**config.mk**
```make
export PLATFORM = sky130hd
export DESIGN_NAME = game_flow_ctrl
export DESIGN_NICKNAME = d
export VERILOG_FILES = /design/src/rtl/game_flow_ctrl.sv
export SDC_FILE = /design/constraint.sdc
export NUM_CORES = 1
export LEC_CHECK = 0
export CAP_MARGIN = 10
export CORE_ASPECT_RATIO = 1.75
export CORE_MARGIN = 2
export CORE_UTILIZATION = 54
export DETAILED_ROUTE_END_ITERATION = 6
export PLACE_DENSITY = 0.86
export SLEW_MARGIN = 20
export SYNTH_ARGS = -nofsm -noshare
export SYNTH_HDL_FRONTEND = slang
export SYNTH_SLANG_ARGS = --single-unit
export TNS_END_PERCENT = 5
```
**constraint.sdc**
```tcl
create_clock -name clk -period 8.1 [get_ports clk]
set_clock_uncertainty 0.15 [all_clocks]
set_input_delay 0.81 -clock clk [delete_from_list [all_inputs] [get_ports clk]]
set_output_delay 0.81 -clock clk [all_outputs]
set_load 0.02 [all_outputs]
```
**src/rtl/game_flow_ctrl.sv**
```systemverilog
// Game-flow controller: WELCOME -> START -> PLAY <-> PAUSE -> FINISH, with
// frame-strobed team-name editing driven by press edges on OR-combined player buttons.
module game_flow_ctrl #(
  parameter int NAME_LEN     = 3,
  parameter int NUM_PLAYERS  = 4,
  parameter int START_FRAMES = 300,
  parameter int FINISH_HOLD  = 60,
  parameter int TIME_W       = 8,
  localparam int CUR_W = (NAME_LEN > 1) ? $clog2(NAME_LEN) : 1,
  localparam int CNT_W = $clog2(START_FRAMES + 1)
) (
  input  logic                   clk,
  input  logic                   reset,
  input  logic                   frame,
  input  logic [NUM_PLAYERS-1:0] btn_left,
  input  logic [NUM_PLAYERS-1:0] btn_right,
  input  logic [NUM_PLAYERS-1:0] btn_up,
  input  logic [NUM_PLAYERS-1:0] btn_down,
  input  logic [NUM_PLAYERS-1:0] btn_chop,
  input  logic                   pause,
  input  logic [TIME_W-1:0]      time_left,
  output logic [2:0]             game_state,
  output logic [NAME_LEN*8-1:0]  team_name,
  output logic [CUR_W-1:0]       cursor,
  output logic [CNT_W-1:0]       start_count,
  output logic                   timer_run,
  output logic                   game_over
);

  localparam int HOLD_W = (FINISH_HOLD > 0) ? $clog2(FINISH_HOLD + 1) : 1;
  localparam int BASE_W = (NAME_LEN * 8 > 2) ? $clog2(NAME_LEN * 8) : 1;

  typedef enum logic [2:0] {
    WELCOME = 3'd0,
    START   = 3'd1,
    PLAY    = 3'd2,
    PAUSE   = 3'd3,
    FINISH  = 3'd4
  } state_t;

  state_t            state;
  logic [4:0]        active;
  logic [4:0]        prev;
  logic [4:0]        press;
  logic [HOLD_W-1:0] hold;
  logic [BASE_W-1:0] base;
  logic [7:0]        letter;
  logic [7:0]        letter_up;
  logic [7:0]        letter_down;
  logic              at_last;
  logic              confirm;

  // Button bit order is {chop, up, down, right, left}, which is also the priority order.
  assign active     = {|btn_chop, |btn_up, |btn_down, |btn_right, |btn_left};
  assign press      = active & ~prev;
  assign game_state = state;
  assign at_last    = (cursor == CUR_W'(NAME_LEN - 1));
  assign confirm    = press[4] | (~press[3] & ~press[2] & press[1] & at_last);

  // Cursor 0 is the leftmost letter, held in the most significant byte.
  always_comb begin
    base        = BASE_W'((NAME_LEN - 1 - int'(cursor)) * 8);
    letter      = team_name[base +: 8];
    letter_up   = (letter == 8'h41) ? 8'h5A : letter - 8'd1;
    letter_down = (letter == 8'h5A) ? 8'h41 : letter + 8'd1;
  end

  always_ff @(posedge clk) begin
    if (reset) begin
      state       <= WELCOME;
      team_name   <= {NAME_LEN{8'h41}};
      cursor      <= '0;
      start_count <= '0;
      timer_run   <= 1'b0;
      game_over   <= 1'b0;
      hold        <= '0;
      prev        <= '1;
    end else begin
      game_over <= 1'b0;
      if (frame) begin
        prev <= active;
        case (state)
          WELCOME: begin
            if (confirm) begin
              state       <= START;
              start_count <= CNT_W'(START_FRAMES);
              cursor      <= '0;
            end else if (press[3]) begin
              team_name[base +: 8] <= letter_up;
            end else if (press[2]) begin
              team_name[base +: 8] <= letter_down;
            end else if (press[1]) begin
              cursor <= cursor + 1'b1;
            end else if (press[0] && cursor != '0) begin
              cursor <= cursor - 1'b1;
            end
          end
          START: begin
            if (start_count <= CNT_W'(1)) begin
              state       <= PLAY;
              timer_run   <= 1'b1;
              start_count <= '0;
            end else begin
              start_count <= start_count - 1'b1;
            end
          end
          PLAY: begin
            if (time_left == '0) begin
              state     <= FINISH;
              timer_run <= 1'b0;
              game_over <= 1'b1;
              hold      <= HOLD_W'(FINISH_HOLD);
            end else if (pause) begin
              state     <= PAUSE;
              timer_run <= 1'b0;
            end
          end
          PAUSE: begin
            if (!pause) begin
              state     <= PLAY;
              timer_run <= 1'b1;
            end
          end
          FINISH: begin
            if (hold != '0) begin
              hold <= hold - 1'b1;
            end else if (|press) begin
              state  <= WELCOME;
              cursor <= '0;
            end
          end
          default: begin
            state       <= WELCOME;
            timer_run   <= 1'b0;
            cursor      <= '0;
            start_count <= '0;
          end
        endcase
      end
    end
  end

endmodule
```
==> impl_metrics.env <==
export IMPL_r2r_start="cursor[0]"
export IMPL_io_pins=72
export IMPL_ys_seq_area_frac=0.333
export IMPL_clockRootBuffer="clkbuf_8"
export IMPL_hold_path_startpoint="timer_run"
export IMPL_r2r_slack_ns=4.02
export IMPL_ant_nets=0
export IMPL_syn_mean_instance_area_um2=8.61
export IMPL_numPortBuffers=71
export IMPL_worst_pin_slew_ns=0.751
export IMPL_dr_pass1_iters=4
export IMPL_globalplace_congestion=1.01
export IMPL_overflow=0
export IMPL_cts_repair_resized=0
export IMPL_synth_cell_types=67
export IMPL_path_class="register to register"
export IMPL_cp_endpoint="team_name[16]"
export IMPL_clock_sinks=51
export IMPL_grt_antenna_before_repair=0
export IMPL_fin_area_um2=3910
export IMPL_max_freq_mhz=245
export IMPL_place_area_um2=3810
export IMPL_tns_ns=0
export IMPL_routed_wl_um=8590
export IMPL_cp_start_kind="register"
export IMPL_worstReg2RegEnd="team_name[16]"
export IMPL_clockBufferDepth=2
export IMPL_rsz0062_at_grt="false"
export IMPL_drive_gt1_frac=0.0924
export IMPL_syn_nets=399
export IMPL_synth_cell_area_um2=3060
export IMPL_cp_end_kind="register"
export IMPL_min_path_type="register to register"
export IMPL_synthArstFlopShare=0
export IMPL_arrival_ns=4.13
export IMPL_syn_inst=356
export IMPL_drv_cap=0
export IMPL_vias_per_cell=6.04
export IMPL_cts_setup_buffers=0
export IMPL_rows=36
export IMPL_track_usage=0.284
export IMPL_start_util=0.553
export IMPL_wl_per_cell_um=17.3
export IMPL_outcome="finished, final reports clean"
export IMPL_grt_pass1_vias=2978
export IMPL_drtIter0Drc=136
export IMPL_slew_viol_final=0
export IMPL_route_detailed_drc=0
export IMPL_hpwl_um=6780
export IMPL_finalSetupViolations=0
export IMPL_path_max_fanout=16
export IMPL_nets=464
export IMPL_cts_hold_buf=0
export IMPL_yosysWarnings=0
export IMPL_hold_viol=0
export IMPL_grt_pass1_wl_um=13800
export IMPL_min_period_ns=4.08
export IMPL_grt_max_degree=43
export IMPL_peakVddDrop_mv=0.102
export IMPL_clkTransAtPathRegs_ns=0.09
export IMPL_finalCritPeriodShare=0.504
export IMPL_synth_ff_type="dfxtp_1"
export IMPL_h_tree_depth=2
export IMPL_critPathRequiredTime_ns=8.15
export IMPL_cts_tree="built"
export IMPL_p_leak_uw=0.00134
export IMPL_num_vias=3006
export IMPL_reg2reg_depth=11
export IMPL_die_h_um=104
export IMPL_dieArea_um2=6320
export IMPL_diodes=0
export IMPL_insertion_delay_ns=0.31
export IMPL_core_um2=5540
export IMPL_powerDensity_nw_per_um2=125
export IMPL_cts_buffers=5
export IMPL_synth_edff_count=0
export IMPL_dieWidth_um=60.9
export IMPL_synth_seq_cells=51
export IMPL_area_growth_syn_to_layout_pct=27.6
export IMPL_startpoint="cursor[0]"
export IMPL_final_core_util=0.706
export IMPL_slew_headroom=0.495
power by group:
| part | total (uW) | leakage (uW) | internal, uW | switching (uW) |
|---|---|---|---|---|
| clock network | 157 | 0.0000474 | 69.8 | 87.1 |
| logic | 73.6 | 0.000881 | 35.2 | 38.4 |
| registers | 258 | 0.000412 | 254 | 4.48 |
| total | 489 | 0.00134 | 359 | 130 |
metrics by stage:
step / worst slack [ns] / hold WS [ns] / power (uW) / std cells
finish: 4.02 / 0.334 / 489 / 498
global route: 3.74 / 0.347 / 507 / 498
CTS: 4.10 / 0.335 / 489 / 498
detailed placement: 4.11 / 0.322 / 337 / 490
global placement: 4.29 / 0.319 / 335 / 490
floorplan: 5.01 / 0.336 / 305 / 356
kinds of logic after synthesis:
kind of cell	after synthesis	synth area share
DFF	51	0.333
muxes	9	0.0298
and+or+nand+nor	147	0.265
buffers and inverters	27	0.0376
xor gates and xnor gates	16	0.0457
AOI/OAI and AO/OA	95	0.244
adders and majority gates	11	0.0449
cell type report:
type | count | area, um2
Inverter | 13 | 48.8
Clock buffer | 6 | 82.6
Sequential cell | 51 | 1020
Clock inverter | 2 | 16.3
Fill cell | 461 | 1630
Tap cell | 76 | 95.1
Multi-Input combinational cell | 278 | 1930
Timing Repair Buffer | 72 | 718
worst min-delay path by stage:
stage	to	slack, ns	cells after the start
finish	timer_run	0.33	2
global route	timer_run	0.35	2
CTS	team_name[21]	0.33	2
detailed placement	timer_run	0.32	2
global placement	team_name[21]	0.32	2
floorplan	hold[1]	0.34	2
cells in the final DEF (no fill, tap or decap), types with 2 or more instances in the layout:
master | netlist | layout
xnor2_1 | 11 | 11
o21ai_1 | 3 | 3
nand4b_1 | 2 | 2
or3_1 | 4 | 4
nand2b_1 | 2 | 2
a21o_1 | 2 | 2
xor2_1 | 5 | 5
ha_1 | 11 | 11
o22ai_1 | 3 | 3
a31oi_1 | 7 | 7
nor3_2 | 2 | 2
o21ai_0 | 10 | 10
nand3b_1 | 5 | 5
nor4_1 | 10 | 10
and2_1 | 5 | 5
or2_2 | 6 | 6
o31ai_1 | 2 | 2
mux2i_1 | 8 | 8
nand2_1 | 19 | 19
a22oi_1 | 6 | 6
clkdlybuf4s50_1 | 0 | 71
a221o_1 | 6 | 6
o2bb2ai_1 | 3 | 3
nor4_4 | 2 | 2
nand4_1 | 6 | 6
clkbuf_8 | 0 | 6
a21oi_1 | 19 | 19
inv_1 | 13 | 13
or4_1 | 2 | 2
o2bb2ai_2 | 4 | 4
a22o_1 | 9 | 9
nor2_1 | 44 | 44
nand3_1 | 17 | 17
a211oi_1 | 2 | 2
dfxtp_1 | 51 | 51
nor3_1 | 12 | 12
critical path, cell delays in order (launching register included):
cell       delay (ns)
dfxtp_1          0.72
inv_1            0.23
ha_1             0.69
and2_1           0.44
o2bb2ai_2        0.24
ha_1             0.21
inv_1            0.04
or3_1            0.37
nor2_1           0.24
a21o_1           0.16
o21ai_1          0.10
a221o_1          0.37
synthesized netlist by cell type (2+ instances only):
| master | count | area, um2 |
|---|---|---|
| nand4b_1 | 2 | 17.5 |
| buf_2 | 2 | 10.0 |
| ha_1 | 11 | 138 |
| a22oi_1 | 6 | 45.0 |
| mux2i_1 | 8 | 80.1 |
| and2_1 | 5 | 31.3 |
| o31ai_1 | 2 | 15.0 |
| nor3_1 | 12 | 60.1 |
| a211oi_1 | 2 | 15.0 |
| a21oi_1 | 19 | 95.1 |
| or4_1 | 2 | 15.0 |
| nand2_1 | 19 | 71.3 |
| buf_4 | 3 | 22.5 |
| nor4_1 | 10 | 62.6 |
| o2bb2ai_1 | 3 | 26.3 |
| nand2b_1 | 2 | 12.5 |
| o2bb2ai_2 | 4 | 60.1 |
| nand3_1 | 17 | 85.1 |
| clkbuf_1 | 8 | 30.0 |
| xor2_1 | 5 | 43.8 |
| or2_2 | 6 | 37.5 |
| or3_1 | 4 | 25.0 |
| nand3b_1 | 5 | 37.5 |
| nor4_4 | 2 | 42.5 |
| nand4_1 | 6 | 37.5 |
| o21ai_1 | 3 | 15.0 |
| o21ai_0 | 10 | 50.1 |
| dfxtp_1 | 51 | 1020 |
| a21o_1 | 2 | 15.0 |
| a31oi_1 | 7 | 43.8 |
| xnor2_1 | 11 | 96.3 |
| a221o_1 | 6 | 60.1 |
| nor2_1 | 44 | 165 |
| nor3_2 | 2 | 20.0 |
| o22ai_1 | 3 | 18.8 |
| inv_1 | 13 | 48.8 |
| a22o_1 | 9 | 78.8 |
per-layer routing:
metal / vias to the layer above / share of wire / GRT usage / routed length, um
met5: - / 0 / 0 / 0
met4: 0 / 0.057 / 0.163 / 488
met3: 35 / 0.037 / 0.0487 / 318
met2: 89 / 0.55 / 0.507 / 4730
met1: 1413 / 0.36 / 0.287 / 3060
li1: 1469 / - / - / -
sequential cells by signal (all words and copies together), names as in the netlist:
name         flops
team_name       24
start_count      9
hold             6
prev             5
game_state       3
cursor           2
game_over        1
timer_run        1
(Power assumes the default switching activity.)
